===== src/rtl/ram_pkg.sv =====
// Shared definitions for the parametrised scratch RAM: state encoding,
// read-path select and default bus widths.
package ram_pkg;

    localparam int unsigned DEFAULT_DATA_WIDTH = 8;
    localparam int unsigned DEFAULT_ADDR_WIDTH = 9;

    typedef enum logic {
        RAM_CLEAR = 1'b0,
        RAM_READY = 1'b1
    } ram_state_e;

    // Source of data_out for the most recent accepted read.
    typedef enum logic [1:0] {
        RD_ZERO   = 2'd0,
        RD_ARRAY  = 2'd1,
        RD_BYPASS = 2'd2
    } rd_sel_e;

endpackage


===== src/rtl/ram_array.sv =====
// Storage only: one synchronous write port and one registered read port,
// kept reset-free so the array maps onto iCE40 block RAM.
module ram_array #(
    parameter  int unsigned DATA_WIDTH = 8,
    parameter  int unsigned DEPTH      = 16,
    localparam int unsigned AW         = $clog2(DEPTH)
) (
    input  logic                  clk,
    input  logic                  we_i,
    input  logic [AW-1:0]         waddr_i,
    input  logic [DATA_WIDTH-1:0] wdata_i,
    input  logic                  re_i,
    input  logic [AW-1:0]         raddr_i,
    output logic [DATA_WIDTH-1:0] rdata_o
);

    logic [DATA_WIDTH-1:0] storage_q [DEPTH];
    logic [DATA_WIDTH-1:0] rdata_q;

    // NOTE: no reset on the array or its read register; a reset would stop block-RAM inference.
    always_ff @(posedge clk) begin
        if (we_i) begin
            storage_q[waddr_i] <= wdata_i;
        end
        if (re_i) begin
            rdata_q <= storage_q[raddr_i];
        end
    end

    assign rdata_o = rdata_q;

endmodule


===== src/rtl/ram_init.sv =====
// Parametrised CPU-side RAM with a post-reset clear engine, range checking
// and a write-first bypass placed after the array's read register.
module ram_init
    import ram_pkg::*;
#(
    parameter int unsigned           DATA_WIDTH = DEFAULT_DATA_WIDTH,
    parameter int unsigned           ADDR_WIDTH = DEFAULT_ADDR_WIDTH,
    parameter int unsigned           DEPTH      = 16,
    parameter logic [DATA_WIDTH-1:0] INIT_VALUE = '0
) (
    input  logic                  clk,
    input  logic                  reset,
    input  logic [ADDR_WIDTH-1:0] address,
    input  logic [DATA_WIDTH-1:0] data_in,
    input  logic                  write_enable,
    input  logic                  read_enable,
    output logic [DATA_WIDTH-1:0] data_out,
    output logic                  data_valid,
    output logic                  out_of_range,
    output logic                  busy
);

    localparam int unsigned         CW         = $clog2(DEPTH);
    localparam logic [CW-1:0]       LAST_INDEX = CW'(DEPTH - 1);
    localparam logic [ADDR_WIDTH:0] DEPTH_EXT  = (ADDR_WIDTH + 1)'(DEPTH);

    ram_state_e            state_q, state_d;
    logic [CW-1:0]         clear_count_q, clear_count_d;
    logic                  valid_q, valid_d;
    logic                  oor_q, oor_d;
    rd_sel_e               sel_q, sel_d;
    logic [DATA_WIDTH-1:0] bypass_q, bypass_d;

    logic                  in_range;
    logic                  mem_we;
    logic                  mem_re;
    logic [CW-1:0]         mem_waddr;
    logic [DATA_WIDTH-1:0] mem_wdata;
    logic [DATA_WIDTH-1:0] mem_rdata;

    // One extra bit keeps DEPTH == 2**ADDR_WIDTH representable and avoids truncating the address.
    assign in_range = ({1'b0, address} < DEPTH_EXT);

    // NOTE: sequential state uses non-blocking assignments so every register samples pre-edge values.
    always_ff @(posedge clk) begin
        if (reset) begin
            state_q       <= RAM_CLEAR;
            clear_count_q <= '0;
            valid_q       <= 1'b0;
            oor_q         <= 1'b0;
            sel_q         <= RD_ZERO;
            bypass_q      <= '0;
        end else begin
            state_q       <= state_d;
            clear_count_q <= clear_count_d;
            valid_q       <= valid_d;
            oor_q         <= oor_d;
            sel_q         <= sel_d;
            bypass_q      <= bypass_d;
        end
    end

    // NOTE: every combinational output gets a default first so no latch is inferred.
    always_comb begin
        state_d       = state_q;
        clear_count_d = clear_count_q;
        if (state_q == RAM_CLEAR) begin
            if (clear_count_q == LAST_INDEX) begin
                state_d = RAM_READY;
            end else begin
                clear_count_d = clear_count_q + 1'b1;
            end
        end
    end

    always_comb begin
        mem_we    = 1'b0;
        mem_re    = 1'b0;
        mem_waddr = address[CW-1:0];
        mem_wdata = data_in;
        valid_d   = 1'b0;
        oor_d     = 1'b0;
        sel_d     = sel_q;
        bypass_d  = bypass_q;
        if (state_q == RAM_CLEAR) begin
            mem_we    = 1'b1;
            mem_waddr = clear_count_q;
            mem_wdata = INIT_VALUE;
        end else if (!reset) begin
            mem_we = write_enable && in_range;
            oor_d  = (write_enable || read_enable) && !in_range;
            if (read_enable) begin
                valid_d = 1'b1;
                if (!in_range) begin
                    sel_d = RD_ZERO;
                end else if (write_enable) begin
                    sel_d    = RD_BYPASS;
                    bypass_d = data_in;
                end else begin
                    sel_d  = RD_ARRAY;
                    mem_re = 1'b1;
                end
            end
        end
    end

    ram_array #(
        .DATA_WIDTH (DATA_WIDTH),
        .DEPTH      (DEPTH)
    ) u_array (
        .clk     (clk),
        .we_i    (mem_we),
        .waddr_i (mem_waddr),
        .wdata_i (mem_wdata),
        .re_i    (mem_re),
        .raddr_i (address[CW-1:0]),
        .rdata_o (mem_rdata)
    );

    // sel_q only moves on an accepted read, so data_out holds between reads.
    always_comb begin
        case (sel_q)
            RD_ARRAY:  data_out = mem_rdata;
            RD_BYPASS: data_out = bypass_q;
            default:   data_out = '0;
        endcase
    end

    assign data_valid   = valid_q;
    assign out_of_range = oor_q;
    assign busy         = (state_q == RAM_CLEAR);

endmodule

===== config.mk =====
export PLATFORM = sky130hd
export DESIGN_NAME = ram_init
export DESIGN_NICKNAME = d
export VERILOG_FILES = /design/src/rtl/ram_pkg.sv /design/src/rtl/ram_array.sv /design/src/rtl/ram_init.sv
export SDC_FILE = /design/constraint.sdc
export NUM_CORES = 1
export LEC_CHECK = 0
export BUFFER_PORTS_ARGS = -buffer_cell sky130_fd_sc_hd__buf_2
export CAP_MARGIN = 20
export CORE_MARGIN = 2
export CORE_UTILIZATION = 54
export CTS_CLUSTER_DIAMETER = 150
export CTS_CLUSTER_SIZE = 12
export DETAILED_ROUTE_END_ITERATION = 16
export GPL_ROUTABILITY_DRIVEN = 0
export PLACE_DENSITY = 0.84
export SKIP_LAST_GASP = 1
export SYNTH_ARGS = -nofsm -noshare
export SYNTH_HDL_FRONTEND = slang
export SYNTH_SLANG_ARGS = --single-unit

===== constraint.sdc =====
create_clock -name clk -period 2.2 [get_ports clk]
set_input_delay 0.44 -clock clk [delete_from_list [all_inputs] [get_ports clk]]
set_output_delay 0.44 -clock clk [all_outputs]
set_load 0.02 [all_outputs]

; ---- Yosys cells after proc, flatten, opt, wreduce, memory -nomap -nowiden
; Memories as Yosys holds them, arrays and structs flattened. A register that Yosys moved wholly into a read port is not among the register bits.
; Cells that the tools add are included.
[word_totals]
input_bits = 21
reg_bits = 17
mem_count = 1
latch_bits = 0
romBits = 0
mem_bits_rw = 128
output_inout_bits = 11
wordCells = 39
[classes]
n_lt_le_gt_ge = 1
bitwise = 2
n_mux = 17
n_reduce_logical = 8
mul = 0
div = 0
eq_ne = 3
shift = 0
add_sub_neg = 1
[mem_list]
columns = name, depth, word_bits, read_ports, rd_ports_with_merged_regs, write_ports, line
row1 = u_array.storage_q, 16, 8, 1, 1, 1, ram_array.sv:17  ; logic [DATA_WIDTH-1:0] storage_q [DEPTH];
[ops]
columns = op, count
row1 = case mux 8 bit (2 select lines), 1
row2 = 2-to-1 mux 1 bit, 12
row3 = < comparator 9 x 5 -> 1 bit (second input constant), 1
row4 = 2-to-1 mux 8 bit, 1
row5 = adder 4 x 1 -> 4 bit (second input constant), 1
row6 = equality test 4 bit (second input constant), 1
row7 = 2-to-1 mux 2 bit, 2
row8 = 2-to-1 mux 4 bit, 1
row9 = AND reduction 2 bit, 2
row10 = AND reduction 4 bit, 1
row11 = equality test 2 x 1 -> 1 bit (second input constant), 1
row12 = equality test 2 bit (second input constant), 1
row13 = logical AND 1 bit, 2
row14 = inverter 1 bit, 2
row15 = OR reduction 2 bit, 1
row16 = zero test 1 bit, 1
row17 = logical OR 1 bit, 1

; ---- Logic depth before layout (Yosys ltp)
[depth]
ltp_word = 6
mapped_depth = 5
depth_no_buf = 4

; ---- By module
; A second synthesis with hierarchy kept.
[hier_totals]
cells_unflattened = 342
hier_area_um2 = 6175.9
[by_module_without_submodules]
columns = module, n_inst, cells_each, area_each_um2, seq_area_each_um2
row1 = ram_array, 1, 229, 5227.5, 4083.9
row2 = ram_init, 1, 113, 948.4, 340.3

; ---- Least setup slack after synthesis
; OpenSTA, ideal clock, no wires.
[synth_timing]
kind = input -> register
start = input port address[8]
end = register u_array.rdata_q[0], in the netlist u_array.rdata_o[0] (read register of u_array.storage_q) (enable)
setup_time_ns = 0.398
path_buffers = 0
t_arrival_ns = 1.960
path_stages = 2
setup_slack_ns = -0.158
t_required_ns = 1.802
cell_sequence = or4_4 nor4b_1
[synth_between]
elab_chain_len = 5
[synth_lines]
columns = item, line
row1 = from (decl), ram_init.sv:13  ; input logic [ADDR_WIDTH-1:0] address,
row2 = < comparator 9 x 5 -> 1 bit, ram_init.sv:42  ; assign in_range = ({1'b0, address} < DEPTH_EXT);
row3 = 2-to-1 mux 1 bit, ram_init.sv:94  ; if (!in_range) begin
row4 = 2-to-1 mux 1 bit, ram_init.sv:92  ; if (read_enable) begin
row5 = 2-to-1 mux 1 bit, ram_init.sv:89  ; end else if (!reset) begin
row6 = 2-to-1 mux 1 bit, ram_init.sv:85  ; if (state_q == RAM_CLEAR) begin
row7 = via mem_re, ram_init.sv:36  ; logic mem_re;
row8 = to (decl), ram_array.sv:18  ; logic [DATA_WIDTH-1:0] rdata_q;
; The timed path passes the listed nets, and every way through them passes these cells.
; A chain may end at the register's enable or synchronous reset.

; ---- Final worst setup path
[layout_timing]
start = register sel_q[0]
end = output port data_out[0]
[layout_between]
elab_chain_len = 2
word_cells_on_any_way = 3
classes_between = 2 x eq/ne / 1 x mux
[layout_lines]
columns = item, line
row1 = from (decl), ram_init.sv:31  ; rd_sel_e sel_q, sel_d;
row2 = from (signal assigned), ram_init.sv:58  ; sel_q <= sel_d;
row3 = equality test 2 bit or equality test 2 x 1 -> 1 bit (tied branches), ram_init.sv:122  ; case (sel_q)
row4 = case mux 8 bit (2 select lines) *, ram_init.sv:122
row5 = to (decl), ram_init.sv:17  ; output logic [DATA_WIDTH-1:0] data_out,
; Every way passes the cells marked *; elsewhere a longest branch is shown, timed or not.

==> flow_metrics.py <==
metrics = {
    "logic_synthesis": {
        "synth_flop_cell": "edfxtp_1",
        "synth.top_cell.area_share": 0.669,
        "ys_ff_latch": 153,
        "synth_nets": 365,
        "seq_area_frac_synth": 0.725,
        "async_reset_ff_frac": 0,
        "yosysTopAreaCell": "edfxtp_1",
        "synth.cell_area_um2": 6110,
        "synthTopCellsByArea": "edfxtp_1 (67%), mux4_2 (12%), dfxtp_1 (5.6%)",
        "synth_cells": 341,
        "synth-warning-count": 0,
        "ys_types": 35,
        "synth_edf_count": 136,
        "avgSynthCellArea_um2": 17.9,
    },
    "cells_and_area": {
        "area_growth_pct": 18.2,
        "finalNetCount": 437,
        "multiInputGateArea_um2": 1560,
        "filler_cell_count": 678,
        "layout-drive-gt1-share": 0.333,
        "sequential_cell_area_um2": 4420,
        "antenna_cells": 0,
    },
    "sta": {
        "rsz0062_at_grt": "false",
        "fin_crit_ps": 2060,
        "fmax_mhz": 486,
        "fin_skew_ps": 13.1,
        "whs_ps": 269,
        "maxSlewHeadroom": 0.528,
        "hold_viol": 0,
        "setup_viol": 0,
        "tns_ps": 0,
        "worstMarginPinSlew_ps": 707,
        "final-max-slew-violation-count": 0,
        "period_share": 0.935,
    },
    "setup_path": {
        "critPathKind": "reg -> out",
        "crit_path_max_fanout": 8,
        "crit_family": "flip-flops",
        "cp_slowest_cell": "dfxtp_1",
        "path_buf_inv": 2,
        "crit_chain": "inv_1, ha_1, a22oi_1, nor2_1, buf_2",
        "critPathCaptureType": "output pin",
        "startpoint_type": "flop",
        "worst_ep_arrival_time_ps": 1620,
        "crit_required_ps": 1760,
        "slowest_delay_ps": 360,
    },
    "place": {
        "port_buffers": 31,
        "dp_hpwl_mm": 8.92,
    },
    "die": {
        "die_x_um": 110,
        "initial_core_util": 0.558,
        "fp.dieArea_um2": 12200,
        "fp-row-count": 38,
        "core-area_um2": 10900,
        "die_h_um": 110,
        "ios": 32,
    },
    "global_routing": {
        "grt_max_degree": 17,
        "grt_util_all_layers": 0.240,
        "antenna_found_initial": 0,
        "grt-ovfl-total": 0,
        "grt_pass1_vias": 3417,
        "grt_first_pass_wirelength_mm": 20.0,
    },
    "clock_tree": {
        "post_cts_buffers": 0,
        "clock-sinks": 153,
        "cts.clk_slew.worst_paths_ps": 70,
        "cts_made_buffers": 17,
        "cts_tree": "done",
        "cts_max_level": 4,
        "clk_latency_ps": 430,
        "clockBufferDepth": 2,
        "postCtsResizedCells": 0,
        "root_buffer": "clkbuf_16",
        "hold_buffers": 0,
    },
    "route": {
        "dr.first_iter.drc_count": 598,
        "wl_per_cell_um": 23.9,
        "routed_wl_mm": 13.5,
        "num_vias": 3562,
        "ant_nets": 0,
        "drc": 0,
        "viasPerCell": 6.29,
        "firstDrtPassIters": 5,
    },
    "job": {
        "drv_cap": 0,
    },
    "min_path": {
        "hold_path.class": "in -> reg",
    },
    "power": {
        "ir_drop_uv": 688,
        "power.leakage_nw": 2.57,
        "power.density_nw_per_um2": 858,
    },
    "status": {
        "status": "completed",
    },
}
==> registers in the layout, summed over array words and instances (netlist names) <==
register	count
bypass_q	8
clear_count_q	4
data_valid	1
out_of_range	1
sel_q	2
state_q	1
u_array.rdata_o	8
u_array.storage_q	128
==> placed cells by master, fill, tap and decap left out, types with 3 or more instances in the layout <==
| master | n |
|---|---|
| edfxtp_1 | 136 |
| nor2_1 | 43 |
| buf_4 | 37 |
| mux4_2 | 32 |
| buf_2 | 31 |
| a22oi_1 | 24 |
| clkbuf_16 | 18 |
| dfxtp_1 | 17 |
| nand2_1 | 11 |
| and2_1 | 10 |
| mux2i_1 | 10 |
| a21oi_1 | 6 |
| inv_1 | 4 |
| nor2b_1 | 4 |
| a31oi_1 | 4 |
| ha_1 | 3 |
| inv_6 | 3 |
| clkinv_4 | 3 |
| buf_12 | 3 |
==> where the power goes <==
group	switching, mW	total (mW)	internal (mW)
Sequential	0.0249	3.21	3.19
Clock	1.16	2.68	1.52
Combinational	0.164	0.310	0.146
==> cells by family after synthesis <==
group | Yosys count | share of synthesized area
and+or+nand+nor | 79 | 0.0625
AOI/OAI and AO/OA | 40 | 0.0488
xor gates and xnor gates | 1 | 0.00143
DFF | 153 | 0.725
muxes | 43 | 0.136
buffers and inverters | 22 | 0.0203
adders and majority gates | 3 | 0.00615
==> area by class of cell <==
class / instances / share of cell area
clock buffers: 20 / 0.0634
clock inverters: 12 / 0.0125
inverters: 4 / 0.00208
multi-input cells: 166 / 0.217
flip-flops and latches: 153 / 0.613
well taps: 140 / 0.0243
repair buffers: 71 / 0.0683
==> through the flow <==
step / power, mW / setup WS [ps] / std cells / utilization / cell area [um2]
2_1_floorplan: 3.44 / -45.0 / 341 / - / 6110
3_3_place_gp: 3.56 / -38.6 / 534 / 0.610 / 6670
3_5_place_dp: 3.57 / -39.2 / 534 / 0.610 / 6670
4_1_cts: 6.21 / 132 / 566 / 0.660 / 7220
5_1_grt: 6.34 / 30.2 / 566 / 0.660 / 7220
6_report: 6.20 / 143 / 566 / 0.660 / 7220
==> worst reg2reg max path, delay by kind of cell (launching register included) <==
family,cells,cell delay [ps]
compound gates,1,140
buf+inv,1,190
simple gates,3,760
flops,1,620
==> worst paths after layout <==
kind	start	to	slack, ps	depth (start not counted)
hold / removal	data_in[7]	bypass_q[7]	270	3
setup / recovery	sel_q[0]	data_out[0]	140	5
hold reg to reg	bypass_q[7]	bypass_q[7]	500	2
setup reg to reg	state_q	u_array.storage_q[3][5]	200	5
==> synth_stat cells (4+ instances only) <==
library cell  instances
clkbuf_1              7
inv_1                 4
mux4_2               32
dfxtp_1              17
a22oi_1              24
and2_1               10
nor2b_1               4
a21oi_1               6
edfxtp_1            136
nor2_1               43
nand2_1              11
mux2i_1              10
a31oi_1               4
==> routing by layer <==
layer / wire length [um] / GRT usage / vias to the layer above / part of all wire
li1: - / - / 1506 / -
met4: 460 / 0.119 / 0 / 0.034
met2: 6630 / 0.379 / 237 / 0.49
met5: 0 / 0 / - / 0
met3: 1290 / 0.0576 / 35 / 0.096
met1: 5140 / 0.314 / 1784 / 0.38
Power figures use the tool's default switching activity.
